===== src/rtl/pong_pkg.sv =====
// pong_pkg: shared match-state encoding, screen geometry, field widths and the level rule.
// level_of: min(max_lvl, (a + b) / step), with the sum taken 5 bits wide.
package pong_pkg;
  typedef enum logic [2:0] {IDLE, SERVE, PLAY, SCORED, OVER} match_state_t;
  localparam int X_RESOLUTION = 640;
  localparam int Y_RESOLUTION = 480;
  localparam int SCORE_W = 4;
  localparam int LVL_W = 3;
  function automatic logic [LVL_W-1:0] level_of(input logic [SCORE_W-1:0] a, input logic [SCORE_W-1:0] b,
                                                input int step, input int max_lvl);
    logic [4:0] sum;
    logic [4:0] q;
    sum = 5'(a) + 5'(b);
    q = 5'(int'(sum) / step);
    return (int'(q) > max_lvl) ? LVL_W'(max_lvl) : q[LVL_W-1:0];
  endfunction
endpackage


===== src/rtl/match_controller_serve_timer.sv =====
// serve_timer: delay counter between a ball re-centre and the start of motion.
// Ports: clk, rst_n (async active-low), clr (sync clear), en (count), done (count == SERVE_DELAY-1).
module serve_timer #(
  parameter int SERVE_DELAY = 50_000_000
) (
  input  logic clk,
  input  logic rst_n,
  input  logic clr,
  input  logic en,
  output logic done
);
  localparam int W = $clog2(SERVE_DELAY);
  logic [W-1:0] count;
  always_ff @(posedge clk or negedge rst_n)
    if (!rst_n) count <= '0;
    else if (clr) count <= '0;
    else if (en) count <= count + 1'b1;
  assign done = count == W'(SERVE_DELAY - 1);
endmodule


===== src/rtl/match_controller.sv =====
// match_controller: match-level FSM that serves the ball, tracks scores and level, and ends the match.
// Inputs: clk, reset (async active-low), start (debounced key), player1_point/player2_point (tracker goals).
// Outputs (all registered): game_on, ball_rst_n, dir, lvl, score1, score2, game_over, winner.
module match_controller
  import pong_pkg::*;
#(
  parameter int WIN_SCORE = 7,
  parameter int SERVE_DELAY = 50_000_000,
  parameter int LVL_STEP = 2,
  parameter int MAX_LVL = 7
) (
  input  logic               clk,
  input  logic               reset,
  input  logic               start,
  input  logic               player1_point,
  input  logic               player2_point,
  output logic               game_on,
  output logic               ball_rst_n,
  output logic               dir,
  output logic [LVL_W-1:0]   lvl,
  output logic [SCORE_W-1:0] score1,
  output logic [SCORE_W-1:0] score2,
  output logic               game_over,
  output logic [1:0]         winner
);
  localparam logic [SCORE_W-1:0] WIN = SCORE_W'(WIN_SCORE);
  match_state_t state;
  logic start_q, p1_q, p2_q, timer_done;
  logic rise_start, rise_p1, rise_p2;
  assign rise_start = start & ~start_q;
  assign rise_p1 = player1_point & ~p1_q;
  assign rise_p2 = player2_point & ~p2_q;
  // ball_rst_n is low only in the first SERVE cycle, so it doubles as the entry marker
  serve_timer #(.SERVE_DELAY(SERVE_DELAY)) u_timer (
    .clk  (clk),
    .rst_n(reset),
    .clr  (state == SERVE && !ball_rst_n),
    .en   (state == SERVE && ball_rst_n),
    .done (timer_done)
  );
  always_ff @(posedge clk or negedge reset)
    if (!reset) begin
      state <= IDLE;
      {start_q, p1_q, p2_q} <= '0;
      {game_on, ball_rst_n, dir, game_over} <= '0;
      lvl <= '0;
      score1 <= '0;
      score2 <= '0;
      winner <= '0;
    end else begin
      start_q <= start;
      p1_q <= player1_point;
      p2_q <= player2_point;
      case (state)
        IDLE: begin
          ball_rst_n <= !rise_start;
          state <= rise_start ? SERVE : IDLE;
        end
        SERVE: begin
          ball_rst_n <= 1'b1;
          if (ball_rst_n && timer_done) begin
            state <= PLAY;
            game_on <= 1'b1;
          end
        end
        PLAY: begin
          if (rise_p1 && rise_p2) begin
            state <= SERVE;
            game_on <= 1'b0;
            ball_rst_n <= 1'b0;
          end else if (rise_p1) begin
            state <= SCORED;
            game_on <= 1'b0;
            dir <= 1'b1;
            score1 <= (score1 == WIN) ? score1 : score1 + 1'b1;
          end else if (rise_p2) begin
            state <= SCORED;
            game_on <= 1'b0;
            dir <= 1'b0;
            score2 <= (score2 == WIN) ? score2 : score2 + 1'b1;
          end
        end
        SCORED: begin
          lvl <= level_of(score1, score2, LVL_STEP, MAX_LVL);
          if (score1 == WIN || score2 == WIN) begin
            state <= OVER;
            game_over <= 1'b1;
            winner <= (score1 == WIN) ? 2'b01 : 2'b10;
          end else begin
            state <= SERVE;
            ball_rst_n <= 1'b0;
          end
        end
        OVER: begin
          if (rise_start) begin
            state <= SERVE;
            ball_rst_n <= 1'b0;
            score1 <= '0;
            score2 <= '0;
            lvl <= '0;
            winner <= '0;
            game_over <= 1'b0;
            dir <= 1'b0;
          end
        end
        default: state <= IDLE;
      endcase
    end
endmodule


===== config.mk =====
export PLATFORM = sky130hd
export DESIGN_NAME = match_controller
export DESIGN_NICKNAME = d
export VERILOG_FILES = /design/src/rtl/pong_pkg.sv /design/src/rtl/match_controller_serve_timer.sv /design/src/rtl/match_controller.sv
export SDC_FILE = /design/constraint.sdc
export NUM_CORES = 1
export LEC_CHECK = 0
export BUFFER_PORTS_ARGS = -buffer_cell sky130_fd_sc_hd__buf_2
export CAP_MARGIN = 20
export CORE_MARGIN = 8
export CORE_UTILIZATION = 56
export CTS_BUF_LIST = sky130_fd_sc_hd__clkbuf_4
export CTS_CLUSTER_DIAMETER = 100
export DETAILED_ROUTE_END_ITERATION = 8
export GPL_TIMING_DRIVEN = 0
export PLACE_DENSITY = 0.75
export SLEW_MARGIN = 20
export SYNTH_ARGS = -nofsm -noshare
export SYNTH_HDL_FRONTEND = slang
export SYNTH_SLANG_ARGS = --single-unit

===== constraint.sdc =====
create_clock -name clk -period 2.33 [get_ports clk]
set_input_delay 0.1165 -clock clk [delete_from_list [all_inputs] [get_ports clk]]
set_output_delay 0.1165 -clock clk [all_outputs]
set_load 0.01 [all_outputs]

==> summary.txt <==
POWER
--------------------------------------------------------------------------------
Pwr per Cell Area                                                    521 nW/um^2
Peak supply drop                                                        0.382 mV
Cell leakage power                                                       1.31 nW

STA
--------------------------------------------------------------------------------
Worst-Margin Slew                                                         621 ps
Final min period                                                         2230 ps
Final number of max-transition violations                                      0
Final-report setup violation count                                             0
Final number of hold-violating endpoints                                       0
Worst setup skew after layout                                            20.4 ps
Fmax achieved                                                            448 MHz
Setup TNS                                                                   0 ps
Worst relative slew slack                                                  0.586
Final worst setup slack                                                  95.6 ps
Final-layout worst hold slack                                             324 ps
Post-route clock period utilization                                        0.959

SETUP PATH
--------------------------------------------------------------------------------
Critical Path Most Common Cell                                      sky130_fd_sc_hd__buf_4
Reg2Reg Setup Slack                                                       100 ps
Sort of element at the start of the critical path                       register
Kind of end point of the critical path                                  register
Crit path arrival time                                                   2530 ps
Critical path's slowest cell                                        sky130_fd_sc_hd__dfrtp_2
Worst-path cell chain                                               or3b_1, buf_4, or3_1, buf_4, or4_4, a21oi_2
Data required time at the worst endpoint                                 2630 ps
Maximum fanout count along the critical path                                  10
WS Path Type                                                        register to register
Crit path largest cell delay                                              480 ps

YOSYS
--------------------------------------------------------------------------------
Predominant post-synthesis flop cell                                sky130_fd_sc_hd__dfrtp_1
Part of the Yosys area used for sequential elements                        0.456
Most frequent cells after synthesis                                 49 x sky130_fd_sc_hd__dfrtp_1, 40 x sky130_fd_sc_hd__nand2_1, 18 x sky130_fd_sc_hd__o21ai_0
Share of Yosys cell area claimed by the top area cell type                 0.456
Top post-synthesis cells by area                                    sky130_fd_sc_hd__dfrtp_1 46%, sky130_fd_sc_hd__nand2_1 5.6%, sky130_fd_sc_hd__o21ai_0 3.4%
Post-Synthesis Cell Area                                               2690 um^2
Cell with the most instances after synthesis                        sky130_fd_sc_hd__dfrtp_1
Async set or reset register ratio after synthesis                           1.00
Flip-flop and latch count after synthesis                                     49
Synthesis warning total                                                        0
Count of flip-flops with a built-in enable after synthesis                     0
Net count of the mapped netlist                                              307
Synth area leader                                                   sky130_fd_sc_hd__dfrtp_1
Synthesized instance count                                                   295
Mapped Avg Cell Area                                                   9.11 um^2
Number of different library cells in the post-synthesis netlist               45

ROUTE
--------------------------------------------------------------------------------
First-pass DRT Iterations                                                      5
DRC Markers                                                                    0
Average vias per placed instance                                            6.01
DRT iter0 DRCs                                                               114
Via total after detailed routing                                            2301
Routed length per instance                                               15.9 um
Final routed wirelength across all metal layers                          6100 um
Final ANT Viol Nets                                                            0

GLOBAL ROUTE
--------------------------------------------------------------------------------
Largest net degree at the start of global routing                             50
Global-route wire length before repair                                  10600 um
Global router's overall resource usage                                     0.177
Vias in the first global route                                              2331
Gr ovfl total                                                                  0
Number of antenna violations at the first check in global routing              0

PLACED DESIGN
--------------------------------------------------------------------------------
Number of input and output port buffers inserted                              21
Setup slack at placement                                                  107 ps
Routability Congestion                                                     0.813
Placed wire-length estimate                                              4300 um

CLOCKING
--------------------------------------------------------------------------------
Maximum level of the CTS H-tree                                                2
Clock Latency Late Sink                                                   360 ps
Number of buffers between clock root and the deepest sink                      2
TritonCTS Buffers                                                              5
Root buf cell                                                       sky130_fd_sc_hd__clkbuf_4
Clock net sink count                                                          49
CTS tree                                                                     yes
CTS clock-pin slew for the worst setup and hold paths                     150 ps

FINAL LAYOUT
--------------------------------------------------------------------------------
Nets                                                                         340
Storage cell area                                                      1230 um^2
Antenna cells                                                                  0
Layout cells sized above 1                                                 0.158
Fill cell total of the finished layout                                       388
Synthesis-to-finish area growth                                            11.6%
Area occupied by multi-input gates                                     1410 um^2

RUN
--------------------------------------------------------------------------------
Number of violations of the max-capacitance limit                              0

FLOORPLANNING
--------------------------------------------------------------------------------
Placeable Area                                                         4660 um^2
DIE HEIGHT                                                               85.3 um
Die Area                                                               7270 um^2
Row Count                                                                     25
Initial cell density of the core                                           0.576
Chip width                                                               85.3 um
Count of boundary I/O pins                                                    22

OUTCOME
--------------------------------------------------------------------------------
Run status                                                          finished, final reports clean

HOLD PATH
--------------------------------------------------------------------------------
Tightest Hold Check Type                                            input port to async pin

-- layer usage --
metal  vias to the layer above  wire, um  track usage
met1                      1121      2760        0.203
li1                       1135         -            -
met4                         0        71       0.0478
met2                        39      3130        0.325
met5                         -         0            0
met3                         6       142       0.0328
-- what timing repair did --
item / in CTS / in global routing
gates resized for setup: 0 / 11
hold buffers: 4 / 0
endpoints found under the setup margin: 0 / 6
hold endpoints to repair: 52 / 0
buffers inserted: 0 / 1
-- power by group --
| part | internal [W] | switching [W] | total (W) |
|---|---|---|---|
| sequential | 0.000904 | 0.0000690 | 0.000973 |
| clock | 0.000143 | 0.000265 | 0.000408 |
| combinational | 0.0000743 | 0.000107 | 0.000182 |
| total | 0.00112 | 0.000442 | 0.00156 |
-- flip-flops by register name, indices dropped and copies added (netlist names) --
register and cells:
ball_rst_n 1, dir 1, game_on 1, game_over 1, lvl 3, p1_q 1, p2_q 1, score1 4
score2 4, start_q 1, state 3, u_timer.count 26, winner 2
-- critical path: cells and delay by family, from the launching register on --
family,cells,cell delay [ps]
buf+inv,2,330
simple gates,3,1220
compound gates,1,150
flops,1,480
-- worst paths after layout --
check	endpoint	cells past startpoint	start
min reg2reg	game_on	2	game_on
min	ball_rst_n	2	reset
max	u_timer.count[15]	6	state[2]
max in group asynchronous	state[2]	2	reset
max reg2reg	u_timer.count[15]	6	state[2]
min in group clk	p1_q	2	player1_point
-- cells in the final DEF, fill, tap and decap left out, types with 6 or more instances in the layout --
master                     Yosys  final
sky130_fd_sc_hd__buf_2         2     20
sky130_fd_sc_hd__nand4_1       9      9
sky130_fd_sc_hd__o21ai_0      18     18
sky130_fd_sc_hd__dfrtp_1      49     48
sky130_fd_sc_hd__mux2i_1       8      8
sky130_fd_sc_hd__and3_1        7      7
sky130_fd_sc_hd__inv_1        10     10
sky130_fd_sc_hd__or4_1         9      7
sky130_fd_sc_hd__or3_1         6      6
sky130_fd_sc_hd__nor2_1       17     16
sky130_fd_sc_hd__or2_2         7      7
sky130_fd_sc_hd__ha_1          6      6
sky130_fd_sc_hd__a21oi_1      14     12
sky130_fd_sc_hd__clkbuf_4      0      7
sky130_fd_sc_hd__nor3_1        9      9
sky130_fd_sc_hd__nand2_1      40     40
sky130_fd_sc_hd__nand3_1      16     16
sky130_fd_sc_hd__o31ai_1       8      8
-- layout make-up --
class                   count  share of cell area
well taps                  54              0.0225
plain buffers               8              0.0138
multi-input cells         228               0.470
clock buffers               7              0.0175
repair buffers             26              0.0518
clock inverters             1             0.00250
inverters                  10              0.0125
flip-flops and latches     49               0.409
-- logic make-up after synthesis --
| family | after synthesis | share of synthesized area |
|---|---|---|
| mux | 9 | 0.0340 |
| compound gates | 59 | 0.137 |
| buf+inv | 18 | 0.0275 |
| xor+xnor | 5 | 0.0163 |
| fa+ha+maj | 7 | 0.0354 |
| flops | 49 | 0.456 |
| simple gates | 148 | 0.293 |
-- per-stage QoR --
stage          power, W  instance area, um^2   util  instances
3_3_place_gp    0.00115                 2860  0.613        370
6_report        0.00156                 3000  0.643        383
3_5_place_dp    0.00116                 2860  0.613        370
4_1_cts         0.00157                 2960  0.635        382
5_1_grt         0.00165                 3000  0.643        383
2_1_floorplan   0.00109                 2690      -        295
Note: power is estimated with default switching activity, not from simulation.
